### config.mk
export PLATFORM = sky130hd
export DESIGN_NAME = mig1_mem_arbiter
export DESIGN_NICKNAME = d
export VERILOG_FILES = /design/src/rtl/mig1_mem_arbiter.sv
export SDC_FILE = /design/constraint.sdc
export NUM_CORES = 1
export LEC_CHECK = 0
export CORE_MARGIN = 2
export CORE_UTILIZATION = 38
export DETAILED_ROUTE_END_ITERATION = 8
export GPL_TIMING_DRIVEN = 0
export PLACE_DENSITY = 0.86
export RECOVER_POWER = 100
export SYNTH_ARGS = -nofsm -noshare
export SYNTH_HDL_FRONTEND = slang
export SYNTH_SLANG_ARGS = --single-unit
### constraint.sdc
create_clock -name clk -period 5 [get_ports clk]
set_input_delay 0.75 -clock clk [delete_from_list [all_inputs] [get_ports clk]]
set_output_delay 0.75 -clock clk [all_outputs]
set_load 0.02 [all_outputs]
### src/rtl/mig1_mem_arbiter.sv
// rtl/mig1_mem_arbiter.sv - round-robin arbiter sharing the Mig1 SimRAM between fetch and data paths
module mig1_mem_arbiter #(
  parameter int ADDR_WIDTH = 8,
  parameter int DATA_WIDTH = 32,
  parameter int RD_LATENCY = 1
) (
  input  logic                  clk,
  input  logic                  rst,
  input  logic                  if_req_valid,
  output logic                  if_req_ready,
  input  logic [ADDR_WIDTH-1:0] if_req_addr,
  output logic                  if_rsp_valid,
  output logic [DATA_WIDTH-1:0] if_rsp_data,
  input  logic                  d_req_valid,
  output logic                  d_req_ready,
  input  logic                  d_req_we,
  input  logic [ADDR_WIDTH-1:0] d_req_addr,
  input  logic [DATA_WIDTH-1:0] d_req_wdata,
  output logic                  d_rsp_valid,
  output logic [DATA_WIDTH-1:0] d_rsp_data,
  output logic                  ram_rd_en,
  output logic [ADDR_WIDTH-1:0] ram_rd_addr,
  input  logic [DATA_WIDTH-1:0] ram_rd_data,
  output logic                  ram_wr_en,
  output logic [ADDR_WIDTH-1:0] ram_wr_addr,
  output logic [DATA_WIDTH-1:0] ram_wr_data,
  output logic                  busy
);

  localparam int CW = $clog2(RD_LATENCY + 1);

  typedef enum logic [1:0] {IDLE, RD_WAIT, RESP} state_t;

  state_t                 state_q;
  logic [CW-1:0]          cnt_q;
  logic                   owner_q;       // 1 = data port
  logic                   last_grant_q;  // 1 = data port
  logic                   if_rsp_valid_q;
  logic                   d_rsp_valid_q;
  logic [DATA_WIDTH-1:0]  if_rsp_data_q;
  logic [DATA_WIDTH-1:0]  d_rsp_data_q;

  logic idle_d;
  logic grant_if_d;
  logic grant_d_d;

  // rst gates the grant so readies and RAM enables drop with reset, not at the next edge
  assign idle_d     = (state_q == IDLE) && !rst;
  assign grant_if_d = idle_d && if_req_valid && (!d_req_valid || last_grant_q);
  assign grant_d_d  = idle_d && d_req_valid && !grant_if_d;

  assign if_req_ready = grant_if_d;
  assign d_req_ready  = grant_d_d;

  assign ram_rd_en   = grant_if_d || (grant_d_d && !d_req_we);
  assign ram_rd_addr = grant_if_d ? if_req_addr :
                       (grant_d_d && !d_req_we) ? d_req_addr : '0;
  assign ram_wr_en   = grant_d_d && d_req_we;
  assign ram_wr_addr = ram_wr_en ? d_req_addr : '0;
  assign ram_wr_data = ram_wr_en ? d_req_wdata : '0;

  assign if_rsp_valid = if_rsp_valid_q;
  assign if_rsp_data  = if_rsp_data_q;
  assign d_rsp_valid  = d_rsp_valid_q;
  assign d_rsp_data   = d_rsp_data_q;
  assign busy         = (state_q != IDLE);

  always_ff @(posedge clk or posedge rst) begin
    if (rst) begin
      state_q        <= IDLE;
      cnt_q          <= '0;
      owner_q        <= 1'b0;
      last_grant_q   <= 1'b1;
      if_rsp_valid_q <= 1'b0;
      d_rsp_valid_q  <= 1'b0;
      if_rsp_data_q  <= '0;
      d_rsp_data_q   <= '0;
    end else begin
      if_rsp_valid_q <= 1'b0;
      d_rsp_valid_q  <= 1'b0;
      case (state_q)
        IDLE: begin
          if (grant_if_d || grant_d_d) begin
            owner_q      <= grant_d_d;
            last_grant_q <= grant_d_d;
            if (ram_wr_en) begin
              state_q       <= RESP;
              d_rsp_valid_q <= 1'b1;
              d_rsp_data_q  <= '0;
            end else begin
              state_q <= RD_WAIT;
              cnt_q   <= CW'(RD_LATENCY - 1);
            end
          end
        end
        RD_WAIT: begin
          if (cnt_q == '0) begin
            state_q <= RESP;
            if (owner_q) begin
              d_rsp_valid_q <= 1'b1;
              d_rsp_data_q  <= ram_rd_data;
            end else begin
              if_rsp_valid_q <= 1'b1;
              if_rsp_data_q  <= ram_rd_data;
            end
          end else begin
            cnt_q <= cnt_q - CW'(1);
          end
        end
        RESP:    state_q <= IDLE;
        default: state_q <= IDLE;
      endcase
    end
  end

endmodule

==> reports/qor.log <==
[layout] number of antenna diodes 0
[min_path] Hold Path Origin d_rsp_data[16]$_DFFE_PP0P_
[clocking] post-CTS setup-driven buffer insertion count 0
[layout] share of post-route cells with drive strength above 1 0.135
[critical_path] Crit Path Max Fanout 10
[min_path] Hold Path Depth 1
[sta] Final Cycle Share 0.795
[synth] fraction of synthesis flops using an asynchronous set or reset pin 1.00
[critical_path] Worst setup SP type input pin
[detailed_routing] mean routed wirelength per cell 17.7 um
[synth] share of the yosys chip area belonging to registers 0.590
[synth] top cell types by occurrence after synthesis sky130_fd_sc_hd__dfrtp_1, sky130_fd_sc_hd__a22o_1, sky130_fd_sc_hd__and3_1
[floorplanning] height of the die 92.5 um
[critical_path] capturing point of the worst reg2reg path if_rsp_data[26]$_DFFE_PP0P_
[critical_path] worst path required time 4250 ps
[floorplanning] I/O pin count 204
[pwr] power density over cell area 522 nW/um2
[layout] fill cell instance count of the final layout 581
[detailed_routing] via count of the routed design 2756
[clocking] root buf cell sky130_fd_sc_hd__clkbuf_8
[synth] leading post-synthesis cells by cell area sky130_fd_sc_hd__dfrtp_1, sky130_fd_sc_hd__mux2_2, sky130_fd_sc_hd__a22o_1, sky130_fd_sc_hd__and3_1, sky130_fd_sc_hd__clkbuf_1
[detailed_routing] final routed wirelength across all metal layers 9660 um
[layout] final layout net count 524
[clocking] CTS tree built
[synth] total number of yosys warnings 0
[detailed_routing] number of nets with antenna violations after routing 0
[sta] slew at the pin with the worst max-slew slack 3050 ps
[global_routing] pin count of the biggest net entering global routing 71
[global_routing] total global routing overflow 0
[clocking] maximum number of buffers from clock root to sink 2
[synth] most common cell in the netlist sky130_fd_sc_hd__dfrtp_1
[global_routing] antenna violations before repair 0
[synth] leading area contributor after synthesis sky130_fd_sc_hd__dfrtp_1
[synth] cell area after synthesis 2970 um2
[critical_path] CP Class input pin to output pin
[clocking] TritonCTS buffer count 9
[layout] final standard cell count with taps included and fillers excluded 546
[place] I/O Buffers 203
[place] detailed placer's ending HPWL 7540 um
[synth] leading register cell type out of synthesis sky130_fd_sc_hd__dfrtp_1
[clocking] H-tree depth 3
[min_path] hold path endpoint d_rsp_data[16]$_DFFE_PP0P_
[sta] total negative slack 0 ps
[sta] Clock Skews 10.6 ps
[synth] total of flip-flops plus latches after synthesis 70
[detailed_routing] detailed-router iteration count before antenna repair 4
[sta] setup ws final 1030 ps
[sta] highest attainable clock frequency 252 MHz
[sta] worst-case headroom to the max-slew limit -1.04
[synth] Avg Synthesized Cell Area 13.2 um2
[synth] number of flops mapped to enable cells by yosys 0
[floorplanning] overall die width 92.5 um
[critical_path] WP data arrival 3220 ps
[place] Post-Place Worst Slack 1170 ps
[global_routing] via count of the first global-routing pass 2860
[pwr] Worst IR Drop VDD 206 uV
[clocking] hold_buf cts 0
[layout] Post-Route Utilization 0.699
[clocking] Clk pin slew, worst setup/hold paths 90 ps
[clocking] clock latency reported for the late side of the worst-skew pair 350 ps
[floorplanning] Initial Util 0.389
[floorplanning] floorplan row count 32
[synth] Post-Synthesis Cells 225
[status] violated checks capacitance limit, slew limit
[synth] Mapped Nets 310
[sta] worst hold slack 498 ps
[job] max_cap viols 1
[detailed_routing] DRC violation total after the first TritonRoute iteration 97
[critical_path] startpoint of the worst-slack reg-to-reg timing path state_q[1]$_DFFE_PP0P_
[clocking] total clock sinks 70
[sta] count of final setup violators 0
[critical_path] register-to-register setup slack 2780 ps
[global_routing] GRT Resource Usage Total 0.225
[floorplanning] area of the die 8550 um2
[synth] distinct cell type count after synthesis 22
[sta] post-route minimum period 3970 ps
[floorplanning] Placeable Area 7650 um2
[global_routing] first-pass GRT wire length 14800 um
[sta] RSZ-0062 raised after global routing false
[clocking] post-cts repair resize count 0
[layout] Area growth syn-to-layout 79.9%
[critical_path] type of destination of the critical path output pin
[synth] post-synth top area share 0.581
[sta] final-report hold violation count 0
[detailed_routing] total DRC errors in the routed layout 0
[pwr] cell leakage power 2.64 nW
[place] number of placed instances, taps included 530
[status] status finished, violations left
[min_path] worst hold-check path type flip-flop to flip-flop
[sta] final count of pins violating max slew 71
[critical_path] number of cells on the worst reg-to-reg path 4
[detailed_routing] vias per inst 5.05
[place] final estimated routing congestion in global placement 0.749
## metrics by stage
stage | instance area, um2 | total power, mW
floorplan | 2970 | 1.66
global placement | 5130 | 2.37
detailed placement | 5130 | 2.41
CTS | 5360 | 2.93
global route | 5350 | 2.93
finish | 5350 | 2.79
## cell families (layout without fill, tap and decap cells)
kind of cell / Yosys count / count (layout) / synth area share
flip-flops: 70 / 70 / 0.590
AND/OR/NAND/NOR: 54 / 54 / 0.121
AO/OA/AOI/OAI: 46 / 46 / 0.136
multiplexers: 32 / 32 / 0.121
buffers and inverters: 23 / 242 / 0.0324
## cells in the final DEF, fill, tap and decap left out, types with 2 or more instances in the layout
cell / Yosys / final
sky130_fd_sc_hd__buf_2: 8 / 2
sky130_fd_sc_hd__dfrtp_1: 69 / 69
sky130_fd_sc_hd__clkbuf_1: 11 / 17
sky130_fd_sc_hd__clkdlybuf4s50_1: 0 / 84
sky130_fd_sc_hd__inv_1: 4 / 3
sky130_fd_sc_hd__mux2_2: 32 / 32
sky130_fd_sc_hd__clkbuf_8: 0 / 9
sky130_fd_sc_hd__nor2_1: 2 / 3
sky130_fd_sc_hd__nand2_1: 3 / 3
sky130_fd_sc_hd__dlygate4sd3_1: 0 / 119
sky130_fd_sc_hd__a22o_1: 40 / 40
sky130_fd_sc_hd__and3_1: 40 / 40
sky130_fd_sc_hd__inv_6: 0 / 2
sky130_fd_sc_hd__or2_2: 3 / 3
sky130_fd_sc_hd__a21oi_1: 1 / 2
sky130_fd_sc_hd__bufinv_16: 0 / 2
## worst max-delay path by stage
stage / slack, ps / start / to / depth (start not counted)
finish: 1030 / rst / ram_rd_addr[7] / 5
global route: 900 / d_req_we / ram_wr_addr[5] / 5
detailed placement: 1170 / rst / ram_rd_addr[7] / 5
floorplan: 2420 / rst / ram_rd_addr[0] / 3
CTS: 1150 / rst / ram_rd_addr[7] / 5
global placement: 1230 / rst / ram_rd_addr[7] / 5
## layer usage
layer	global-route usage	routed length (um)	vias to the layer above
met4	0.102	320	0
met5	0	0	-
li1	-	-	1264
met1	0.256	3620	1331
met3	0.0659	755	22
met2	0.392	4970	139
## where the power goes
part	leakage [nW]	internal, mW	total, mW	switching (mW)
clock network	0.112	0.289	0.522	0.234
registers	0.875	0.825	0.963	0.139
logic	1.66	0.641	1.31	0.664
total	2.64	1.75	2.79	1.04
## sequential cells by signal, indices dropped and copies added (netlist names)
name and cells:
d_rsp_data 32, if_rsp_valid 1, last_grant_q 1, owner_q 1, d_rsp_valid 1, state_q 2
if_rsp_data 32
## worst max-delay path: stages
cell,delay [ps]
sky130_fd_sc_hd__dlygate4sd3_1,630
sky130_fd_sc_hd__or4b_4,530
sky130_fd_sc_hd__a211oi_4,400
sky130_fd_sc_hd__a22o_1,200
sky130_fd_sc_hd__dlygate4sd3_1,720
## final cells by class
type | instances | area (um2) | share of cell area
buffer | 19 | 73.8 | 0.0138
clock buffer | 9 | 124 | 0.0232
clock inverter | 7 | 105 | 0.0196
inverter | 4 | 16.3 | 0.00304
multi-input combinational | 132 | 1120 | 0.209
sequential | 70 | 1750 | 0.328
tap | 102 | 128 | 0.0239
timing repair buffer | 203 | 2030 | 0.380
Power figures use the tool's default switching activity.
